$ cat src/rtl/core_if_queue_if.sv
// Handshake bundle for core_if_queue: redirect input, instruction-memory
// request/response channel and the decode-side queue head.
interface core_if_queue_if #(
    parameter int DEPTH = 4,
    parameter int CNT_W = $clog2(DEPTH + 1)
);
    logic             redirect;
    logic [63:0]      redirect_pc;
    logic             imem_req_valid;
    logic [63:0]      imem_req_addr;
    logic             imem_req_ready;
    logic             imem_resp_valid;
    logic [31:0]      imem_resp_inst;
    logic             out_valid;
    logic [31:0]      out_inst;
    logic [63:0]      out_pc;
    logic [63:0]      out_pc4;
    logic             out_ready;
    logic [CNT_W-1:0] count;

    modport master (
        input  redirect, redirect_pc, imem_req_ready, imem_resp_valid,
               imem_resp_inst, out_ready,
        output imem_req_valid, imem_req_addr, out_valid, out_inst,
               out_pc, out_pc4, count
    );

    modport slave (
        output redirect, redirect_pc, imem_req_ready, imem_resp_valid,
               imem_resp_inst, out_ready,
        input  imem_req_valid, imem_req_addr, out_valid, out_inst,
               out_pc, out_pc4, count
    );
endinterface

$ cat src/rtl/core_if_queue.sv
// Fetch stage: in-order instruction-memory requests feeding a DEPTH-entry
// instruction queue, with redirect flush and stale-response dropping.
module core_if_queue #(
    parameter logic [63:0] RESET_PC        = 64'h100,
    parameter int          DEPTH           = 4,
    parameter int          MAX_OUTSTANDING = 2,
    parameter int          CNT_W           = $clog2(DEPTH + 1)
) (
    input logic            clock,
    input logic            reset_n,
    core_if_queue_if.master bus
);
    localparam int              PTR_W   = $clog2(DEPTH);
    localparam logic [CNT_W:0]  DEPTH_C = (CNT_W + 1)'(DEPTH);
    localparam logic [CNT_W-1:0] MAX_C  = CNT_W'(MAX_OUTSTANDING);
    localparam logic [CNT_W-1:0] ZERO_C = {CNT_W{1'b0}};
    localparam logic [CNT_W-1:0] ONE_C  = {{(CNT_W - 1){1'b0}}, 1'b1};
    localparam logic [PTR_W-1:0] PONE_C = {{(PTR_W - 1){1'b0}}, 1'b1};

    logic [63:0]      fetch_pc_r;
    logic [63:0]      resp_pc_r;
    logic [CNT_W-1:0] inflight_r;
    logic [CNT_W-1:0] stale_r;
    logic [CNT_W-1:0] count_r;
    logic [PTR_W-1:0] head_r;
    logic [PTR_W-1:0] tail_r;
    logic [31:0]      inst_mem_r [DEPTH];
    logic [63:0]      pc_mem_r   [DEPTH];

    logic [CNT_W:0]   credit_s;
    logic             req_valid_s;
    logic             accept_s;
    logic             drop_s;
    logic             push_s;
    logic             pop_s;
    logic             head_valid_s;
    logic [CNT_W-1:0] resp_dec_s;
    logic [CNT_W-1:0] accept_inc_s;
    logic [CNT_W-1:0] push_inc_s;
    logic [CNT_W-1:0] pop_dec_s;

    // Issue credit, handshakes and queue push/pop qualifiers.
    always_comb begin
        // Every live response already owns a queue slot, so the queue cannot overflow.
        credit_s     = {1'b0, count_r} + {1'b0, inflight_r} - {1'b0, stale_r};
        req_valid_s  = reset_n & ~bus.redirect & (inflight_r < MAX_C) & (credit_s < DEPTH_C);
        accept_s     = req_valid_s & bus.imem_req_ready;
        drop_s       = bus.imem_resp_valid & (stale_r != ZERO_C);
        push_s       = bus.imem_resp_valid & ~drop_s & ~bus.redirect;
        head_valid_s = (count_r != ZERO_C);
        pop_s        = head_valid_s & bus.out_ready & ~bus.redirect;
        resp_dec_s   = {{(CNT_W - 1){1'b0}}, bus.imem_resp_valid};
        accept_inc_s = {{(CNT_W - 1){1'b0}}, accept_s};
        push_inc_s   = {{(CNT_W - 1){1'b0}}, push_s};
        pop_dec_s    = {{(CNT_W - 1){1'b0}}, pop_s};
    end

    assign bus.imem_req_valid = req_valid_s;
    assign bus.imem_req_addr  = fetch_pc_r;
    assign bus.out_valid      = head_valid_s;
    assign bus.out_inst       = head_valid_s ? inst_mem_r[head_r] : 32'h0;
    assign bus.out_pc         = head_valid_s ? pc_mem_r[head_r] : 64'h0;
    assign bus.out_pc4        = head_valid_s ? (pc_mem_r[head_r] + 64'd4) : 64'h0;
    assign bus.count          = count_r;

    // Fetch/response PCs, outstanding-request accounting and the queue storage.
    always_ff @(posedge clock or negedge reset_n) begin
        if (!reset_n) begin
            fetch_pc_r <= RESET_PC;
            resp_pc_r  <= RESET_PC;
            inflight_r <= ZERO_C;
            stale_r    <= ZERO_C;
            count_r    <= ZERO_C;
            head_r     <= {PTR_W{1'b0}};
            tail_r     <= {PTR_W{1'b0}};
            for (int i = 0; i < DEPTH; i++) begin
                inst_mem_r[i] <= 32'h0;
                pc_mem_r[i]   <= 64'h0;
            end
        end else if (bus.redirect) begin
            // A response arriving now is already stale, so it is not counted in stale.
            fetch_pc_r <= bus.redirect_pc;
            resp_pc_r  <= bus.redirect_pc;
            inflight_r <= inflight_r - resp_dec_s;
            stale_r    <= inflight_r - resp_dec_s;
            count_r    <= ZERO_C;
            head_r     <= tail_r;
        end else begin
            if (accept_s) begin
                fetch_pc_r <= fetch_pc_r + 64'd4;
            end
            inflight_r <= inflight_r + accept_inc_s - resp_dec_s;
            if (drop_s) begin
                stale_r <= stale_r - ONE_C;
            end
            if (push_s) begin
                inst_mem_r[tail_r] <= bus.imem_resp_inst;
                pc_mem_r[tail_r]   <= resp_pc_r;
                tail_r             <= tail_r + PONE_C;
                resp_pc_r          <= resp_pc_r + 64'd4;
            end
            if (pop_s) begin
                head_r <= head_r + PONE_C;
            end
            count_r <= count_r + push_inc_s - pop_dec_s;
        end
    end
endmodule

$ cat src/flat_wrapper.sv
// flat-port wrapper written by rule: the top's interface ports become plain ports
module core_if_queue_flat 
#(
    parameter logic [63:0] RESET_PC        = 64'h100,
    parameter int          DEPTH           = 4,
    parameter int          MAX_OUTSTANDING = 2,
    parameter int          CNT_W           = $clog2(DEPTH + 1)
)
  (clock, reset_n, bus_redirect, bus_redirect_pc, bus_imem_req_ready, bus_imem_resp_valid, bus_imem_resp_inst, bus_out_ready, bus_imem_req_valid, bus_imem_req_addr, bus_out_valid, bus_out_inst, bus_out_pc, bus_out_pc4, bus_count);
  core_if_queue_if #(.DEPTH(DEPTH), .CNT_W(CNT_W)) bus_i ();
  input logic clock;
  input logic reset_n;
  input wire logic [$bits(bus_i.redirect)-1:0] bus_redirect;
  input wire logic [$bits(bus_i.redirect_pc)-1:0] bus_redirect_pc;
  input wire logic [$bits(bus_i.imem_req_ready)-1:0] bus_imem_req_ready;
  input wire logic [$bits(bus_i.imem_resp_valid)-1:0] bus_imem_resp_valid;
  input wire logic [$bits(bus_i.imem_resp_inst)-1:0] bus_imem_resp_inst;
  input wire logic [$bits(bus_i.out_ready)-1:0] bus_out_ready;
  output wire logic [$bits(bus_i.imem_req_valid)-1:0] bus_imem_req_valid;
  output wire logic [$bits(bus_i.imem_req_addr)-1:0] bus_imem_req_addr;
  output wire logic [$bits(bus_i.out_valid)-1:0] bus_out_valid;
  output wire logic [$bits(bus_i.out_inst)-1:0] bus_out_inst;
  output wire logic [$bits(bus_i.out_pc)-1:0] bus_out_pc;
  output wire logic [$bits(bus_i.out_pc4)-1:0] bus_out_pc4;
  output wire logic [$bits(bus_i.count)-1:0] bus_count;
  assign bus_i.redirect = bus_redirect;
  assign bus_i.redirect_pc = bus_redirect_pc;
  assign bus_i.imem_req_ready = bus_imem_req_ready;
  assign bus_i.imem_resp_valid = bus_imem_resp_valid;
  assign bus_i.imem_resp_inst = bus_imem_resp_inst;
  assign bus_i.out_ready = bus_out_ready;
  assign bus_imem_req_valid = bus_i.imem_req_valid;
  assign bus_imem_req_addr = bus_i.imem_req_addr;
  assign bus_out_valid = bus_i.out_valid;
  assign bus_out_inst = bus_i.out_inst;
  assign bus_out_pc = bus_i.out_pc;
  assign bus_out_pc4 = bus_i.out_pc4;
  assign bus_count = bus_i.count;
  core_if_queue #(.RESET_PC(RESET_PC), .DEPTH(DEPTH), .MAX_OUTSTANDING(MAX_OUTSTANDING), .CNT_W(CNT_W)) u_core (.clock(clock), .reset_n(reset_n), .bus(bus_i));
endmodule
$ cat config.mk
export PLATFORM = sky130hd
export DESIGN_NAME = core_if_queue_flat
export DESIGN_NICKNAME = d
export VERILOG_FILES = /design/src/rtl/core_if_queue_if.sv /design/src/rtl/core_if_queue.sv /design/src/flat_wrapper.sv
export SDC_FILE = /design/constraint.sdc
export NUM_CORES = 1
export LEC_CHECK = 0
export CORE_MARGIN = 1
export CORE_UTILIZATION = 30
export CTS_BUF_LIST = sky130_fd_sc_hd__clkbuf_16
export DETAILED_ROUTE_END_ITERATION = 7
export HOLD_SLACK_MARGIN = 0.12
export PLACE_DENSITY = 0.47
export SETUP_SLACK_MARGIN = 0.3
export SLEW_MARGIN = 40
export SYNTH_ARGS = -nofsm -noshare
export SYNTH_HDL_FRONTEND = slang
export SYNTH_SLANG_ARGS = --single-unit
$ cat constraint.sdc
create_clock -name clock -period 5.32 [get_ports clock]
set_clock_uncertainty 0.05 [all_clocks]
set_input_delay 0.532 -clock clock [delete_from_list [all_inputs] [get_ports clock]]
set_output_delay 0.532 -clock clock [all_outputs]
set_load 0.01 [all_outputs]
Word level (Yosys, flattened, before mapping)
Index checks and enable logic that the tools add are counted.
- bits in registers: 525
- input bits: 102
- output and inout port bits: 229
- reductions and logical operators: 8
- order comparisons: 5
- multiplexer cells: 25
- bitwise operators: 13
- add/subtract/negate cells: 13
- operator list (kind ; number):
    64-bit two-way mux ; 9
    256-bit bitwise mux ; 1
    64-bit by 3-bit adder with 64-bit output (second input constant) ; 3
    64-bit binary-select mux with 2-bit select ; 1
    128-bit bitwise mux ; 1
    64-bit demux with 2-bit select ; 1
    32-bit two-way mux ; 4
    32-bit binary-select mux with 2-bit select ; 1
    32-bit demux with 2-bit select ; 1
    3-bit two-way mux ; 4
    1-bit bitwise AND ; 9
    3-bit by 1-bit subtractor with 3-bit output ; 3
    2-bit nonzero test ; 4
    3-bit by 1-bit adder with 3-bit output ; 2
    3-bit >= comparator (second input constant) ; 2
    2-bit NOT with 3-bit output ; 2
    3-bit nonzero test ; 2
    2-bit by 1-bit adder with 2-bit output (second input constant) ; 2
    3-bit by 3-bit adder with 4-bit output ; 1
    4-bit by 3-bit < comparator with 1-bit output (second input constant) ; 1
    2-bit two-way mux ; 2
    4-bit by 3-bit subtractor with 4-bit output ; 1
    3-bit by 1-bit < comparator with 1-bit output (second input constant) ; 1
    3-bit by 2-bit < comparator with 1-bit output (second input constant) ; 1
    4 further kinds ; 5

Depth between registers and ports, before layout
- word-level depth: 8
- gate-level depth with buffers: 12

Worst setup path after synthesis
Ideal clock, no wire load.
- path kind: reg2out
- from: register u_core.head_r[0]
- to: output bus_out_pc4[54]
- setup slack: 1691 ps
- arrival: 3047 ps
- stages on the path, launching flop included: 12
- cells stage by stage: dfrtp_1 > buf_6 > buf_12 > buf_12 > buf_6 > mux4_2 > ha_1 > and4_1 > nand3_2 > or4_4 > or3_1 > a21oi_1
- word-level cells in the longest chain between the ends: 6
- RTL lines (item ; RTL line ; RTL):
    from (decl) ; core_if_queue.sv:25 ; logic [PTR_W-1:0] head_r;
    from (signal assigned) ; core_if_queue.sv:74 ; head_r <= {PTR_W{1'b0}};
    from (signal assigned) ; core_if_queue.sv:87 ; head_r <= tail_r;
    from (signal assigned) ; core_if_queue.sv:103 ; head_r <= head_r + PONE_C;
    2-bit NOT with 3-bit output (implied by the code) ; core_if_queue.sv:63 ; assign bus.out_pc4 = head_valid_s ? (pc_mem_r[head_r] + 64'd4) : 64'h0;
    64-bit binary-select mux with 2-bit select ; core_if_queue.sv:63 ;
    64-bit two-way mux (implied by the code) (2 in series) ; core_if_queue.sv:63 ;
    64-bit by 3-bit adder with 64-bit output ; core_if_queue.sv:63 ;
    64-bit two-way mux ; core_if_queue.sv:63 ;
    to (decl) ; flat_wrapper.sv:24 ; output wire logic [$bits(bus_i.out_pc4)-1:0] bus_out_pc4;
Every way passes these cells. The select of a mux whose other input is x is not followed.

Final worst setup path
- from: register u_core.head_r[0]
- to: output bus_out_pc4[62]
Same word-level chain as after synthesis.

==> metrics list <==
- The run finished with clean final reports.
* Worst setup timing slack at the placement stage: 0.5531 ns
- The worst path uses slightly above 90% of the clock period.
* Total track usage: 18.67%
* Final ANT Viol Nets: 0
- Estimated wirelength of the detail-placed design: 61.20 mm
- Max Buffers Root-to-Sink: 3
- Top-level I/O count: 331
* Flip-flop and latch count after synthesis: 525
* Capturing element type of the critical path: output port
- Number of distinct library cells after synthesis: 67
- Portion of synthesized cell area occupied by the leading cell type: 47.87%
- Setup repair after global routing missed its margin: no
* Max-cap violations: 0
* Multi-input logic area: about 13,000 sq um
* Clock Power Share: 22.7%
- Area taken by flip-flops and latches: 13,150 sq um
- CTS tree: built
* Hold slack: ~0.33 ns
* Req. time, crit path: 4.74 ns
- Relative to the synthesized area, the layout overhead comes to 24.64%.
- Of the synthesized area, sequential elements account for 48.06%.
* Iteration-0 DRC count of the detailed router: roughly 1,300
* Number of antenna violations at the first check in global routing: 4
- Wire per inst: 22.97 um
- The floorplan step defined a core boundary enclosing 90,150 sq um.
- Power share of the combinational group: approximately two fifths
- Number of buffers added by the clock tree synthesis step: 61
* Crit-path max FO: 9
* Tightest Hold Check Type: input pin to async pin
- Cell area after placement: 31,870 sq um
- Wire length of the first global-routing pass: between 100 and 150 mm
* Sw power: 6377 uW
- The tree built by TritonCTS fans out to 525 sinks.
* Critical R2R Launch: u_core.bus.count[1]
* Worst setup margin: 0.4227 ns
- IR analysis of the VDD net gives a maximum drop of a little over 0.3 mV.
* Clock H-tree levels: 2
- Overall routed net length: just under 90 mm
- A synthesized cell averages 11.96 sq um.
* Predominant post-synthesis flop cell: dfrtp_1
* Fraction of registers with async set or reset after synthesis: 100.0%
- Vias in the first global route: 20,120
- Worst-Margin Slew: 0.8331 ns
- The count of pins over their slew limit came to 0.
* Starting density of the core: 30.33%
- Netlist Area Pre-Place: approximately 27,000 sq um
* Count of nets after finishing: 2,707
- Number of iterations in the first detailed-routing pass: 5
- Most instantiated library cell after synthesis: dfrtp_1
- DIE AREA: 92,340 sq um
- Synth area leader: dfrtp_1
* Hold Fails Final Rpt: 0
* Gate count of the mapped netlist: ~2,300
- From bottom edge to top edge, the die measures 303.9 um.
- Power density normalized to cell area: around 530 nW/um^2
- Adding up every negative setup slack in the final design gives 0 ns.
* Highest Clock Rate: between 200 and 250 MHz
- Endpoint of the lowest-slack register-to-register path: u_core.bus.imem_req_addr[45]
- Internal power comes to 11,610 uW.
- Number of enable-type register cells in the synthesized netlist: 0
* CTS clock-pin slew for the worst setup and hold paths: 0.06 ns
- For this design the static power due to leakage is about 0.014 uW.
* Total via count in the routed design: 19,590
- Number of design rule violations left after detail routing: 0
- Row generation in the floorplan step produced 110 rows.
- Crit path launch type: register
- Maximum number of pins on one net before global-route repair: roughly 150
- Synth cell count leaders: 523 x dfrtp_1, 420 x mux2_2, 154 x nand2_1, 119 x clkbuf_1, 111 x nor2_1
- Internal reg-to-reg setup slack: 1.84 ns
- Dividing the detail-routed via count by the number of cells gives 5.138.
- During synthesis, Yosys emitted a total of 0 warnings.
- Clock latency of the later-clocked register in the worst-skew pair: 0.63 ns
- Subtracting the final worst setup slack from the clock period gives just under 5 ns.
* Nets in the synthesized netlist: 2,411
* Critical Path AT: 4.32 ns
- Global routing finished with a remaining overflow of 0.
* Fill count: 8,675
- After synthesis, the cell types taking the most area are dfrtp_1 48%, mux2_2 17%, mux4_2 6.4%.
- The critical path is of the register to output port type.
- In the final layout, the share of cells above drive strength 1 is approximately a quarter.
- Finished layout cell area: approximately 34,000 sq um
- I/O Buffers: 330
- From left edge to right edge, the die measures approximately 300 um.
- Worst-case reg-to-reg path depth: 11
* Slew headroom: 44.46%
* Clock tree root buffer cell: clkbuf_16
* Setup violations, final: 0
- Sw Share: 35.46%
- The share of total power dissipated in sequential elements is between 30% and 40%.
- Final RePlAce weighted congestion: 0.8532
## worst max-delay path: stages (launching register included)
cell	delay, ns
dfrtp_4	0.51
buf_12	0.15
buf_4	0.17
mux4_1	0.52
nand3_4	0.20
or3_4	0.47
or4_4	0.54
or3_1	0.36
a21oi_1	0.18
clkdlybuf4s50_1	0.57
## cell families after synthesis
kind of cell | Yosys count | share of synthesized area [%]
simple gates | 702 | 13.80
mux | 525 | 25.70
fa+ha+maj | 23 | 1.162
buf+inv | 203 | 3.249
compound gates | 157 | 3.190
xor+xnor | 151 | 4.838
flops | 525 | 48.06
## flip-flops by register name (all words and copies together), names as in the netlist
signal and cells:
u_core.pc_mem_r 256, u_core.inst_mem_r 128, u_core.bus.imem_req_addr 64, u_core.resp_pc_r 64
u_core.bus.count 3, u_core.inflight_r 3, u_core.stale_r 3, u_core.head_r 2
u_core.tail_r 2
## repair_timing
item / CTS / global route
hold buffers: 1 / 0
hold endpoints to repair: 25 / 0
resized for setup: 7 / 5
setup buffers: 3 / 7
pin swaps: 1 / 0
endpoints found under the setup margin: 24 / 10
## worst max path at each step
| stage | from | end | depth (start not counted) | slack [ns] |
|---|---|---|---|---|
| finish | u_core.head_r[0] | bus_out_pc4[62] | 9 | 0.42 |
| global route | u_core.head_r[0] | bus_out_pc4[54] | 9 | 0.31 |
| CTS | u_core.head_r[0] | bus_out_pc4[62] | 8 | 0.34 |
| detailed placement | u_core.head_r[0] | bus_out_pc4[59] | 8 | 0.55 |
| global placement | u_core.head_r[0] | bus_out_pc4[57] | 8 | 0.69 |
| floorplan | u_core.head_r[0] | bus_out_pc4[54] | 11 | 1.69 |
## through the flow
step                utilization (%)  cells  power [uW]
global placement              35.30   3681       13650
floorplan                         -   2286       10830
CTS                           37.60   3799       18100
detailed placement            35.36   3683       13860
global route                  37.79   3808       19040
finish                        37.80   3812       17990
## metal layers
metal	routed length [um]	global-route usage [%]	share of wire, %
met5	0	0	0
met4	2494	5.596	2.8
met3	3127	2.187	3.6
met2	40360	29.40	46
met1	41570	26.86	47
## layout make-up
cell class / count / share of cell area [%]
sequential: 525 / 38.58
antenna: 5 / 0.03672
clock inverter: 50 / 1.098
timing repair buffer: 379 / 11.31
clock buffer: 62 / 4.553
inverter: 57 / 0.6352
tap: 1176 / 4.318
multi-input combinational: 1558 / 39.47
## power groups by stage
stage          logic (uW)  registers, uW  clock network (uW)
5_1_grt              8050           6610                4380
6_report             7470           6420                4090
4_1_cts              7440           6450                4220
3_5_place_dp         7300           6570                   0
3_3_place_gp         7170           6480                   0
2_1_floorplan        4750           6070                   0
## layout by cell type (no fill, tap or decap), types with 27 or more instances in the layout
master,Yosys,layout
xor2_1,75,75
mux2_2,420,420
nor2_1,111,111
clkdlybuf4s50_1,0,328
nor3_1,58,57
dfrtp_1,523,521
xnor2_1,76,76
buf_4,7,32
nand4_1,43,43
mux4_2,78,79
a21oi_1,45,45
clkbuf_16,0,62
and3_1,27,27
and2_1,98,98
nand2_1,154,150
inv_1,56,63
nand3_1,70,69
o21ai_0,84,84
nor4_1,54,48
Power figures use the tool's default switching activity.
==> edit 1, RTL diff (config.mk and constraints unchanged) <==
`DEPTH` is set to 4 in 3 places; all go to 8.
--- a/src/rtl/core_if_queue_if.sv
+++ b/src/rtl/core_if_queue_if.sv
@@ -3,3 +3,3 @@
 interface core_if_queue_if #(
-    parameter int DEPTH = 4,
+    parameter int DEPTH = 8,
     parameter int CNT_W = $clog2(DEPTH + 1)
--- a/src/rtl/core_if_queue.sv
+++ b/src/rtl/core_if_queue.sv
@@ -4,3 +4,3 @@
     parameter logic [63:0] RESET_PC        = 64'h100,
-    parameter int          DEPTH           = 4,
+    parameter int          DEPTH           = 8,
     parameter int          MAX_OUTSTANDING = 2,
--- a/src/flat_wrapper.sv
+++ b/src/flat_wrapper.sv
@@ -4,3 +4,3 @@
     parameter logic [63:0] RESET_PC        = 64'h100,
-    parameter int          DEPTH           = 4,
+    parameter int          DEPTH           = 8,
     parameter int          MAX_OUTSTANDING = 2,
Interface: changed (resized bus_count); port bits go from 331 to 332. No check against the original RTL was run, so the function may have changed too.
==> edit 1 against the unedited design <==
Via count up 48%; non-clock buffer count up 114; sequential cell count up 389; synthesized area up 64%; final area up 61%; routed wire length up 60%; worst setup slack worse by 0.052 ns; total power up 26%.
==> edit 1: results (changes against the unedited design) <==
- PortBufs: 331 (was 330)
- #MultiIn Comb: 2105 (was 1558)
- 1st-iter DRT viols: 1605 (was 1260)
- Vias in the first global route: 30260 (was 20120)
- Global placement routability congestion: 0.7744 (was 0.8532)
- Pwr dens: 413.4 nW/µm² (was 527.8 nW/µm²)
- H-tree depth: 3 (was 2)
- Regs by FF count: u_core.pc_mem_r: 512 flops, u_core.inst_mem_r: 256 flops (was u_core.pc_mem_r: 256 flops, u_core.inst_mem_r: 128 flops)
- Mean routed wirelength per cell: 24.62 µm (was 22.97 µm)
- Post-DR vias/cell: 5.106 (was 5.138)
- DR top layer: met5 (was met4)
- Clk tree area frac: 0.05885 (was 0.05651)
- Synth Register Bits: 914 (was 525)
- Post-place setup slack: 0.3776 ns (was 0.5531 ns)
- Reg-to-reg slack, setup: 1.09 ns (was 1.84 ns)
- Global-route track usage on met2: 0.2746 (was 0.2940)
- Net Count, Synth: 3450 (was 2411)
- CP arrival: 4.37 ns (was 4.32 ns)
- Top cells by count, synth: dfrtp_1 (912), mux2_2 (802), nor2_1 (202), clkbuf_1 (188), mux4_2 (171) (was dfrtp_1 (523), mux2_2 (420), nand2_1 (154), clkbuf_1 (119), nor2_1 (111))
- Cell count of the worst reg-to-reg path: 13 (was 11)
- Clock buf count: 105 (was 62)
- Unique masters post-synth: 72 (was 67)
- Fin util: 0.3700 (was 0.3780)
- Dominant cells by area after synthesis: dfrtp_1 (51%), mux2_2 (20%), mux4_2 (8.6%) (was dfrtp_1 (48%), mux2_2 (17%), mux4_2 (6.4%))
- Clk_lat worst skew: 0.74 ns (was 0.63 ns)
- Routed WL: 139900 µm (was 87550 µm)
- Combinational power share: 0.325 (was 0.415)
- Status: completed (unchanged)
- Fraction of area in registers: 0.4174 (was 0.3858)
- Inst Count DP: 5458 (was 3683)
- Largest net degree at the start of global routing: 142 (was 146)
- Fin crit period: 4.950 ns (was 4.897 ns)
- Multi-input logic area: 21040 µm² (was 13450 µm²)
- CP endpoint: bus_out_pc4[48] (was bus_out_pc4[62])
- Total GRT Usage: 0.1856 (was 0.1867)
- Reg2reg end: u_core.inflight_r[2] (was u_core.bus.imem_req_addr[45])
edit 1: cell count changes in the layout (fill, tap and decap cells not counted), moves of 66 or more:
cell	change
and2_1	-66
buf_4	+82
dfrtp_1	+388
mux2_2	+381
mux2i_1	+69
mux4_2	+92
nor2_1	+87
edit 1: repair_timing:
action                                 in CTS  in global routing
pin swaps                                  12                  4
buffers inserted                           20                  7
hold buffers                                1                  0
endpoints found under the hold margin     154                  0
gates resized for setup                    57                 30
setup endpoints to repair                  62                 33
gates cloned                                3                  0
edit 1: kinds of logic (layout without fill, tap and decap cells):
logic type	after synthesis	after routing	share of synthesized area
adders and majority gates	28	28	0.008634
AOI/OAI and AO/OA	175	175	0.02443
muxes	1093	1093	0.3213
and+or+nand+nor	664	664	0.07679
DFF	914	914	0.5092
buffers and inverters	301	730	0.03139
other	0	3	0
xor gates and xnor gates	145	145	0.02827
==> edit 2, RTL diff (config.mk and constraints unchanged) <==
Made on the original files. Make the reset (`reset_n`) synchronous in one clocked block.
--- a/src/rtl/core_if_queue.sv
+++ b/src/rtl/core_if_queue.sv
@@ -66,3 +66,3 @@
     // Fetch/response PCs, outstanding-request accounting and the queue storage.
-    always_ff @(posedge clock or negedge reset_n) begin
+    always_ff @(posedge clock) begin
         if (!reset_n) begin
Check against the original RTL: not settled (the Yosys comparison gave no result); the edit may change what the design does.
==> edit 2 against the unedited design <==
Global-route usage increased by 1.2 points; worst setup slack improved by 0.090 ns; routed wire length increased by 2.5%; final area decreased by 3.8%; register-to-register slack got worse by 0.40 ns; sequential cell count increased by 2; synthesized area decreased by 4.3%; critical path type unchanged.
Power is not compared: it rests on default switching activity, and its combinational part moved more than twofold at a synthesized area within 25%.
==> edit 2: results (changes against the unedited design) <==
- Inst Count DP: 3761 (was 3683)
- Root buffer cell: clkbuf_16 (unchanged)
- Post-synth EDFFs: 384 (was 0)
- Post-DR vias/cell: 5.117 (was 5.138)
- 1st-iter DRT viols: 1533 (was 1260)
- Total GRT Usage: 0.1990 (was 0.1867)
- Cells after Synth: 2396 (was 2286)
- Post-place setup slack: 0.6572 ns (was 0.5531 ns)
- Most frequent cell after synthesis: edfxtp_1 (was dfrtp_1)
- Ys async rst share: 0 (was 1.000)
- Row Count: 107 (was 110)
- Fmax: 208.0 MHz (was 204.2 MHz)
- Mean routed wirelength per cell: 23.11 µm (was 22.97 µm)
- Crit path max fanout: 12 (was 9)
- First-pass GRT wire length: 132700 µm (was 131800 µm)
- Global placement routability congestion: 0.8816 (was 0.8532)
- CP arrival: 4.23 ns (was 4.32 ns)
- Post-DP HPWL: 61120 µm (was 61200 µm)
- Status: completed (unchanged)
- Worst-margin pin slew: 0.8344 ns (was 0.8331 ns)
- Top cells by count, synth: edfxtp_1 (384), nor2_1 (295), nand2_1 (205), and2_1 (196), dfxtp_1 (143) (was dfrtp_1 (523), mux2_2 (420), nand2_1 (154), clkbuf_1 (119), nor2_1 (111))
- Pre-antenna DRT Iters: 7 (was 5)
- Worst hold path type: in -> reg (was in -> async)
- DP Area: 30830 µm² (was 31870 µm²)
- Start of the worst register-to-register path: u_core.bus.count[1] (unchanged)
- Unique masters post-synth: 63 (was 67)
- Dominant cells by area after synthesis: edfxtp_1 (44%), dfxtp_1 (11%), mux4_2 (8.2%) (was dfrtp_1 (48%), mux2_2 (17%), mux4_2 (6.4%))
- Clk_lat worst skew: 0.66 ns (was 0.63 ns)
- Initial antenna violation count: 5 (was 4)
- Reg2reg end: u_core.bus.imem_req_addr[40] (was u_core.bus.imem_req_addr[45])
- Layout cells sized above 1: 0.1034 (was 0.2588)
- Sequential fraction of the synthesis area: 0.5499 (was 0.4806)
- Net count, final: 2807 (was 2707)
- # fillers: 8385 (was 8675)
- Vias in the first global route: 19720 (was 20120)
- Reg-to-reg slack, setup: 1.44 ns (was 1.84 ns)
- Non-Filler Instances: 3883 (was 3812)
## edit 2: cell types whose count changed after synthesis, sizes merged, moves of 20 or more
cell	delta
inv	+73
nor3	-20
mux2	-406
nand2	+51
a21oi	+78
edfxtp	+384
nor2	+185
nand4	+32
and2	+98
nor4	-23
a31oi	+24
dfrtp	-523
dfxtp	+143
## edit 2: how the worst min path moves through the flow
stage                                start                     endpoint  slack (ns)  cells after the start
6_report                      bus_redirect                     register        0.36                      3
4_1_cts                       bus_redirect            u_core.stale_r[0]        0.31                      3
2_1_floorplan          u_core.resp_pc_r[0]          u_core.resp_pc_r[0]        0.39                      2
3_5_place_dp   u_core.bus.imem_req_addr[1]  u_core.bus.imem_req_addr[1]        0.41                      2
5_1_grt                       bus_redirect            u_core.stale_r[0]        0.36                      3
3_3_place_gp   u_core.bus.imem_req_addr[0]  u_core.bus.imem_req_addr[0]        0.40                      2
## edit 2: worst max-delay path, cell delays in order (launching register included)
cell             delay [ns]
dfxtp_4                0.58
buf_16                 0.22
mux4_2                 0.33
nand4_1                0.18
or4_4                  0.60
or4_4                  0.59
nor2_2                 0.17
mux2_1                 0.35
clkdlybuf4s50_1        0.54
## edit 2: kinds of logic after synthesis
family,synth area share
AND/OR/NAND/NOR,0.2004
flip-flops,0.5499
AO/OA/AOI/OAI,0.06157
buffers and inverters,0.04388
XOR/XNOR,0.04350
multiplexers,0.09049
adder cells (fa/ha/maj),0.01023
## edit 2: area by class of cell
type | instances | area (µm²) | share of cell area
Inverter | 130 | 490.5 | 0.01496
Clock inverter | 52 | 309.0 | 0.009429
Sequential cell | 527 | 14400 | 0.4394
Antenna cell | 3 | 7.507 | 0.0002290
Timing Repair Buffer | 378 | 3840 | 0.1172
Multi-Input combinational cell | 1588 | 10770 | 0.3286
Clock buffer | 61 | 1526 | 0.04657
Tap cell | 1144 | 1431 | 0.04367
## edit 2: report_power, final
| group | leakage [nW] | internal [mW] | switching (mW) |
|---|---|---|---|
| registers | 5.16 | 4.62 | 0.180 |
| logic | 5.49 | 0.519 | 0.718 |
| clock network | 0.936 | 2.13 | 1.78 |
| total | 11.6 | 7.27 | 2.68 |
## edit 2: routing by layer
metal,track usage,vias up,part of all wire
met4,0.05179,2,0.025
met5,0,-,0.00010
li1,-,9179,-
met3,0.03257,127,0.060
met2,0.3100,658,0.45
met1,0.2860,9903,0.47
## edit 2: what timing repair did
action | CTS | global route
setup endpoints to repair | 23 | 3
pin swaps | 0 | 2
gates resized for setup | 0 | 1
setup buffers | 3 | 3
